### src/rtl/mlp_pkg.sv
// Shared types and default sizes for the MLP output layer.
// Latency: none, declarations only.
// Backpressure: n/a.
package mlp_pkg;

  localparam int BITS        = 16;
  localparam int FRAC_BITS   = 11;
  localparam int OUT_IN_SIZE = 50;
  localparam int OUT_SIZE    = 10;

  typedef logic signed [BITS-1:0] fixed_t;

  typedef enum logic [2:0] {IDLE, LOAD, RUN, CLEAR, DONE} seq_state_t;

endpackage

### src/rtl/argmax_tracker.sv
// Streaming signed maximum with its index; ties keep the earliest index.
// Latency: max_idx reflects an update one cycle after upd_vld.
// Backpressure: none, accepts an update every cycle.
module argmax_tracker
  import mlp_pkg::*;
#(
  parameter int bits     = BITS,
  parameter int idx_bits = 4
) (
  input  logic                       clock,
  input  logic                       reset_n,
  input  logic                       clear,
  input  logic                       upd_vld,
  input  logic signed [bits-1:0]     upd_dat,
  input  logic        [idx_bits-1:0] upd_idx,
  output logic        [idx_bits-1:0] max_idx
);

  logic                   max_vld;
  logic signed [bits-1:0] max_dat;

  // The first sample after clear always seeds the running maximum.
  always_ff @(posedge clock) begin
    if (!reset_n || clear) begin
      max_vld <= 1'b0;
      max_dat <= '0;
      max_idx <= '0;
    end else if (upd_vld && (!max_vld || (upd_dat > max_dat))) begin
      max_vld <= 1'b1;
      max_dat <= upd_dat;
      max_idx <= upd_idx;
    end
  end

endmodule

### src/rtl/output_layer_sequencer.sv
// Time-multiplexes one node across a layer: fetch weights/bias, run node, capture, argmax.
// Latency: per neuron (in_size+1) + node latency + 1 + clear wait; layer is the sum.
// Backpressure: node_start held until node_ready; start ignored unless IDLE or DONE.
module output_layer_sequencer
  import mlp_pkg::*;
#(
  parameter int bits            = BITS,
  parameter int fractional_bits = FRAC_BITS,
  parameter int in_size         = OUT_IN_SIZE,
  parameter int out_size        = OUT_SIZE,
  localparam int WA             = $clog2(in_size*out_size),
  localparam int NA             = $clog2(out_size)
) (
  input  logic                                    clock,
  input  logic                                    reset_n,
  input  logic                                    start,
  output logic                                    ready,
  output logic signed [out_size-1:0][bits-1:0]    results,
  output logic        [NA-1:0]                    class_out,
  output logic        [WA-1:0]                    w_addr,
  input  logic signed [bits-1:0]                  w_data,
  output logic        [NA-1:0]                    b_addr,
  input  logic signed [bits-1:0]                  b_data,
  output logic                                    node_start,
  output logic signed [in_size-1:0][bits-1:0]     node_weights,
  output logic signed [bits-1:0]                  node_bias,
  input  logic                                    node_ready,
  input  logic signed [bits-1:0]                  node_out
);

  localparam int KW = $clog2(in_size+1);
  localparam logic [KW-1:0] K_LAST      = KW'(in_size);
  localparam logic [KW-1:0] K_ADDR_LAST = KW'(in_size-1);
  localparam logic [NA-1:0] N_LAST      = NA'(out_size-1);

  // The fixed-point format is passed through untouched; nothing here scales by it.
  if (fractional_bits < 0 || fractional_bits >= bits) begin : g_bad_fixed_format
  end

  seq_state_t    state, state_nxt;
  logic [NA-1:0] n;
  logic [KW-1:0] k;
  logic          layer_go;
  logic          capture;
  logic [NA-1:0] best_idx;

  assign b_addr   = n;
  assign layer_go = ((state == IDLE) || (state == DONE)) && start;
  assign capture  = (state == RUN) && node_ready;

  always_comb begin
    state_nxt = state;
    case (state)
      IDLE, DONE: if (start)       state_nxt = LOAD;
      LOAD:       if (k == K_LAST) state_nxt = RUN;
      RUN:        if (node_ready)  state_nxt = CLEAR;
      CLEAR:      if (!node_ready) state_nxt = (n == N_LAST) ? DONE : LOAD;
      default:                     state_nxt = IDLE;
    endcase
  end

  always_ff @(posedge clock) begin
    if (!reset_n) state <= IDLE;
    else          state <= state_nxt;
  end

  always_ff @(posedge clock) begin
    if (!reset_n) begin
      ready        <= 1'b0;
      node_start   <= 1'b0;
      w_addr       <= '0;
      n            <= '0;
      k            <= '0;
      class_out    <= '0;
      results      <= '0;
      node_weights <= '0;
      node_bias    <= '0;
    end else begin
      case (state)
        IDLE, DONE: begin
          if (layer_go) begin
            ready  <= 1'b0;
            n      <= '0;
            k      <= '0;
            w_addr <= '0;
          end
        end
        LOAD: begin
          // Read data lags the address by one cycle, so slot k-1 lands while k is issued.
          if (k != '0)        node_weights[k - 1'b1] <= w_data;
          if (k == KW'(1))    node_bias <= b_data;
          if (k < K_ADDR_LAST) w_addr <= w_addr + 1'b1;
          if (k == K_LAST)    node_start <= 1'b1;
          else                k <= k + 1'b1;
        end
        RUN: begin
          if (node_ready) begin
            results[n] <= node_out;
            node_start <= 1'b0;
          end
        end
        CLEAR: begin
          if (!node_ready) begin
            if (n == N_LAST) begin
              ready     <= 1'b1;
              class_out <= best_idx;
            end else begin
              n      <= n + 1'b1;
              k      <= '0;
              // Neuron n+1's weights start right after neuron n's last word.
              w_addr <= w_addr + 1'b1;
            end
          end
        end
        default: ;
      endcase
    end
  end

  argmax_tracker #(
    .bits     (bits),
    .idx_bits (NA)
  ) u_argmax (
    .clock    (clock),
    .reset_n  (reset_n),
    .clear    (layer_go),
    .upd_vld  (capture),
    .upd_dat  (node_out),
    .upd_idx  (n),
    .max_idx  (best_idx)
  );

endmodule

### config.mk
export PLATFORM = sky130hd
export DESIGN_NAME = output_layer_sequencer
export DESIGN_NICKNAME = d
export VERILOG_FILES = /design/src/rtl/mlp_pkg.sv /design/src/rtl/argmax_tracker.sv /design/src/rtl/output_layer_sequencer.sv
export SDC_FILE = /design/constraint.sdc
export NUM_CORES = 2
export LEC_CHECK = 0
export ABC_AREA = 1
export ABC_CLOCK_PERIOD_IN_PS = 3000
export BUFFER_PORTS_ARGS = -buffer_cell sky130_fd_sc_hd__buf_2
export CAP_MARGIN = 20
export CORE_AREA = 2 2 402 404
export CTS_CLUSTER_SIZE = 14
export DETAILED_ROUTE_END_ITERATION = 6
export DIE_AREA = 0 0 404 406
export GPL_TIMING_DRIVEN = 0
export PLACE_DENSITY_LB_ADDON = 0.1
export SYNTH_ARGS = -nofsm -noshare
export SYNTH_HDL_FRONTEND = slang
export SYNTH_HIERARCHICAL = 1
export SYNTH_SLANG_ARGS = --single-unit
### constraint.sdc
create_clock -name clock -period 3 [get_ports clock]
set_clock_uncertainty 0.2 [all_clocks]
set_input_delay 0.6 -clock clock [delete_from_list [all_inputs] [get_ports clock]]
set_output_delay 0.6 -clock clock [all_outputs]
set_load 0.02 [all_outputs]
Yosys cells after proc, flatten, opt, wreduce, memory -nomap -nowiden. Cells that the tools add are included.

Flip-flop bits (word level): 1025. Output and inout port bits: 995. Logic and storage cells: 157.

$add $sub $neg: 4. $lt $le $gt $ge: 6. Eq/ne operators: 16. Multiplexer cells: 33. Bitwise operators: 1. Reductions and logical operators: 26.

Operators with widths (count): $bwmux 800 (1); $bwmux 160 (1); $demux 16 s6 (1); $demux 16 s4 (1); $mux 9 (4); $mux 16 (2); $pmux 9 s3 (1); $mux 6 (4); $pmux 6 s3 (1); $gt 16x16->1 (1); $ne 2x2->1 const B (8); $mux 3 (5); $mux 4 (3); $pmux 3 s4 (1); $reduce_and 4->1 (3); $reduce_and 5->1 (2); $add 9x1->9 const B (1); $pmux 4 s2 (1); $lt 6x7->1 const B (1); $add 6x1->6 const B (1); $eq 3x2->1 const B (2); $eq 6x1->1 const B (1); $eq 6x6->1 const B (1); $ge 6x1->1 const B (1); other kinds (22) (38).

Logic depth before layout (Yosys ltp).
Depth in word-level cells: 6. Mapped depth: 17. Mapped depth without buffers: 16.

Cells and area by module. Netlist, hierarchy kept.

Modules (own cells, without submodules): output_layer_sequencer (instances 1, cells an instance 5618, area an instance 40497.6 µm²); argmax_tracker (instances 1, cells an instance 214, area an instance 1430.1 µm²).

Least setup slack after synthesis. Ideal clock, no wire load.

Path kind: register to register. From: register k[0]. To: register node_weights[0] in the netlist's numbering. Setup time: 115 ps. Arrival: 1850 ps. Required time: 2685 ps. Setup slack: 835 ps. Cell stages (with the launch flop): 12. Buffers on the path: 2. Period minus slack after synthesis: 2165 ps. Cell sequence: dfxtp_1 -> inv_2 -> ha_1 -> inv_1 -> nor2_1 -> inv_2 -> nor2_4 -> buf_2 -> buf_2 -> nand3_1 -> nand2_1 -> nor2_1.

Word-level cells in the longest chain between the ends: 6.

RTL lines: from (decl) (line output_layer_sequencer.sv:42) `logic [KW-1:0] k;`; from (signal assigned) (line output_layer_sequencer.sv:94) `else k <= k + 1'b1;`; $sub 6x1->6 (line output_layer_sequencer.sv:90) `if (k != '0) node_weights[k - 1'b1] <= w_data;`; $lt 6x7->1 (implied by the code) or $ge 6x1->1 (tied branches) (line output_layer_sequencer.sv:90); $logic_and 1x1->1 (implied by the code) (line output_layer_sequencer.sv:90); $mux 16 (implied by the code) (line output_layer_sequencer.sv:90); $demux 16 s6 (line output_layer_sequencer.sv:90); $bwmux 800 (line output_layer_sequencer.sv:90); to (signal, indexed assignment) (line output_layer_sequencer.sv:90); to (decl) (line output_layer_sequencer.sv:25) `output logic signed [in_size-1:0][bits-1:0] node_weights,`.

Several ways; a longest one is shown, not always the timed one. A chain may end at the register's enable or synchronous reset.

Worst setup path after layout.
From: register k[1]. To: register node_weights[101] in the netlist's numbering.

Same word-level chain as after synthesis.

==> results.md <==
- Status: completed
- Post-layout nets: 7128
- Clock power frac: 0.403
- First-pass GRT wire length: 320000 microns
- Core area: 0.160 sq mm
- Initial antenna violation count: 12
- Routed WL: 235000 microns
- Area contributors post-synth: dfxtp_1 (49%), nor2_1 (15%), nand2_1 (8.1%)
- Critical Path Fanout Max: 10
- Combinational Power Share: 0.221
- Hold Crit Class: in -> reg
- Period utilization: 0.945
- Yosys reg bits: 1025
- P_sw: 13.1 mW
- Total grt overflow: 0
- Critical path class: reg -> reg
- Finished Core Util: 0.342
- Tot GR Track Use: 0.274
- Clk sinks: 1025
- Largest net degree at the start of global routing: 18
- Reg-to-reg startpoint: k[1]$_SDFFE_PN0P_
- Post-Syn Area per Cell: 7.19 sq um
- Area Overhead vs Synth: 30.2%
- Leak: 25.3 nW
- Worst hold endpoint: u_argmax/max_dat[14]$_SDFFE_PP0P_
- PwrDens: 686 mW/mm^2
- Reg power frac: 0.376
- Sequential area share after synthesis: 0.489
- Syn nets: 5910
- Share of cells above drive strength 1: 0.228
- Fin. Hold Viols: 0
- Cells after Synth: 5832
- CP Capture Type: flop
- Via-to-Cell Ratio: 4.82
- DP HPWL: 180000 microns
- Number of DRC markers in iteration 0: 3239
- I/O pin cnt: 1047
- Initial DRT Pass Iterations: 6
- CP Data Arrival Time: 3270 ps
- Critical Path Start Type: flop
- Worst R2R End: node_weights[101]$_SDFFE_PN0P_
- Drt drc: 0
- Synth cell types: 35
- GP Congestion: 0.876
- Clk_lat worst skew: 730 ps
- Die footprint: 0.164 sq mm
- P_int: 24.4 mW
- Synth area leader: dfxtp_1
- Worst Tran Pin Value: 1290 ps
- Ys Warns: 6
- Antenna Nets Post-Route: 0
- EDFF count, synth: 0
- Most frequent cells in the layout: nor2_1 (1726), buf_2 (1234), dfxtp_1 (1023)
- Clk slew on worst S/H paths: 70 ps
- Number of global-route vias before repair: 41000
- Clock tree buffer depth: 3
- H-tree depth: 3
- Root Buffer Master: clkbuf_16
- Reg2reg setup slack: 170 ps
- FMAX: 0.353 GHz
- Row count: 147
- Fin crit period: 2830 ps
- Peak supply drop: 0.520 mV
- Post-Syn Area: 0.0419 sq mm
- Die Span Y: 406 microns
- Post-placement cell count: 8980
- CTS tree: yes
- CP Data Required Time: 3430 ps
- Hold Crit Depth: 5
- Fin cells: 9234
- Drt wl/cell: 25.5 microns
- Buffers on Ports: 1046
- Hold_sp: node_out[14]
- Starting density of the core: 0.263
- Max-cap violation count: 0
- Async S/R FF share, synth: 0
- Max-slew headroom: 0.137
- Die Wd: 404 microns
- Num CTS Buffers: 119
- DR vias: 44500
- Share of the synthesized area in the top cell type: 0.489
- Synth Flop Type: dfxtp_1
- Commonest non-fill, non-tap cell in the layout: nor2_1
- Max Slew Vio Count: 0
- Switch share: 0.349
- R2R depth: 13
- Final setup violation count: 0
- RSZ-0062 raised after global routing: no
-- worst max path at each step --
stage               depth (start not counted)         startpoint                              to
floorplan                                  11  k[0]$_SDFFE_PN0P_    node_weights[0]$_SDFFE_PN0P_
global placement                            7            reset_n  node_weights[120]$_SDFFE_PN0P_
detailed placement                          6            reset_n  node_weights[255]$_SDFFE_PN0P_
CTS                                        12  k[0]$_SDFFE_PN0P_  node_weights[101]$_SDFFE_PN0P_
global route                               11  k[0]$_SDFFE_PN0P_   node_weights[80]$_SDFFE_PN0P_
finish                                     13  k[1]$_SDFFE_PN0P_  node_weights[101]$_SDFFE_PN0P_
-- power groups by stage --
stage	clock network, mW	registers (mW)	logic (mW)
after global placement	0	14.4	8.01
final	15.1	14.1	8.27
after detailed placement	0	14.4	8.09
after CTS	15.4	14.1	8.18
after floorplan	0	14.6	4.80
after global routing	15.9	14.1	8.90
-- state kept, by name (all words and copies together), names as in the netlist --
name,flops
b_addr,4
class_out,4
k,6
node_bias,16
node_start,1
node_weights,800
ready,1
results,160
state,3
u_argmax/max_dat,16
u_argmax/max_idx,4
u_argmax/max_vld,1
w_addr,9
-- layer usage --
layer	global-route usage	routed length [microns]	share of wire	vias to the layer above
met4	0.102	9490	0.040	4
met1	0.337	96400	0.41	21300
li1	-	-	-	21300
met3	0.0705	19100	0.081	316
met5	0	23	0.000098	-
met2	0.460	110000	0.47	1558
-- cell type report --
cell class / count / area, sq um
Tap cell: 2086 / 2610
Multi-Input combinational cell: 4109 / 18400
Clock buffer: 176 / 3500
Sequential cell: 1025 / 20500
Clock inverter: 40 / 514
Timing Repair Buffer: 1102 / 5910
Inverter: 149 / 559
Antenna cell: 3 / 7.51
Fill cell: 17800 / 105000
Buffer: 544 / 2570
-- cell usage after synthesis (all sizes together) (12+ instances only) --
| library cell | instances |
|---|---|
| clkbuf | 128 |
| o21ai | 192 |
| buf | 421 |
| ha | 26 |
| nor2 | 1776 |
| nand2 | 918 |
| dfxtp | 1025 |
| a21oi | 318 |
| nor3 | 12 |
| inv | 148 |
| nand4 | 390 |
| nand3 | 462 |
-- timing repair --
item / CTS / global route
pin swaps: 2 / 1
hold endpoints to repair: 30 / 0
resized for setup: 27 / 27
hold buffers: 30 / 0
endpoints found under the setup margin: 555 / 656
buffers inserted: 10 / 0
-- logic make-up (layout without fill, tap and decap cells) --
| family | Yosys count | in the layout | synth area share |
|---|---|---|---|
| AO/OA/AOI/OAI | 515 | 515 | 0.0619 |
| XOR/XNOR | 5 | 5 | 0.00104 |
| adder cells (fa/ha/maj) | 26 | 26 | 0.00776 |
| buffers and inverters | 698 | 2011 | 0.0729 |
| flip-flops | 1025 | 1025 | 0.489 |
| other | 0 | 3 | 0 |
| AND/OR/NAND/NOR | 3563 | 3563 | 0.367 |
-- stage by stage --
| stage | power [mW] | area [sq um] | setup WS, ps | hold slack, ps | TNS, ps |
|---|---|---|---|---|---|
| after global routing | 39.0 | 54600 | 3.08 | 79.1 | 0 |
| after detailed placement | 22.5 | 50100 | -975 | 233 | -410940 |
| after CTS | 37.7 | 54500 | 3.66 | 2.49 | 0 |
| after floorplan | 19.4 | 41900 | 835 | 246 | 0 |
| final | 37.4 | 54600 | 166 | 69.8 | 0 |
| after global placement | 22.4 | 49800 | -1630 | 232 | -829300 |
-- critical path, cell delays in order (launching register included) --
cell	delay, ps
dfxtp_2	360
inv_1	130
ha_1	240
nand2_2	130
inv_2	80
nand2_1	60
nand2_2	240
nand2_1	140
nor2_4	210
buf_4	250
buf_2	300
nand3_1	170
nand2_1	150
nor2_1	50
No activity file was read; power rests on OpenSTA's default activity.
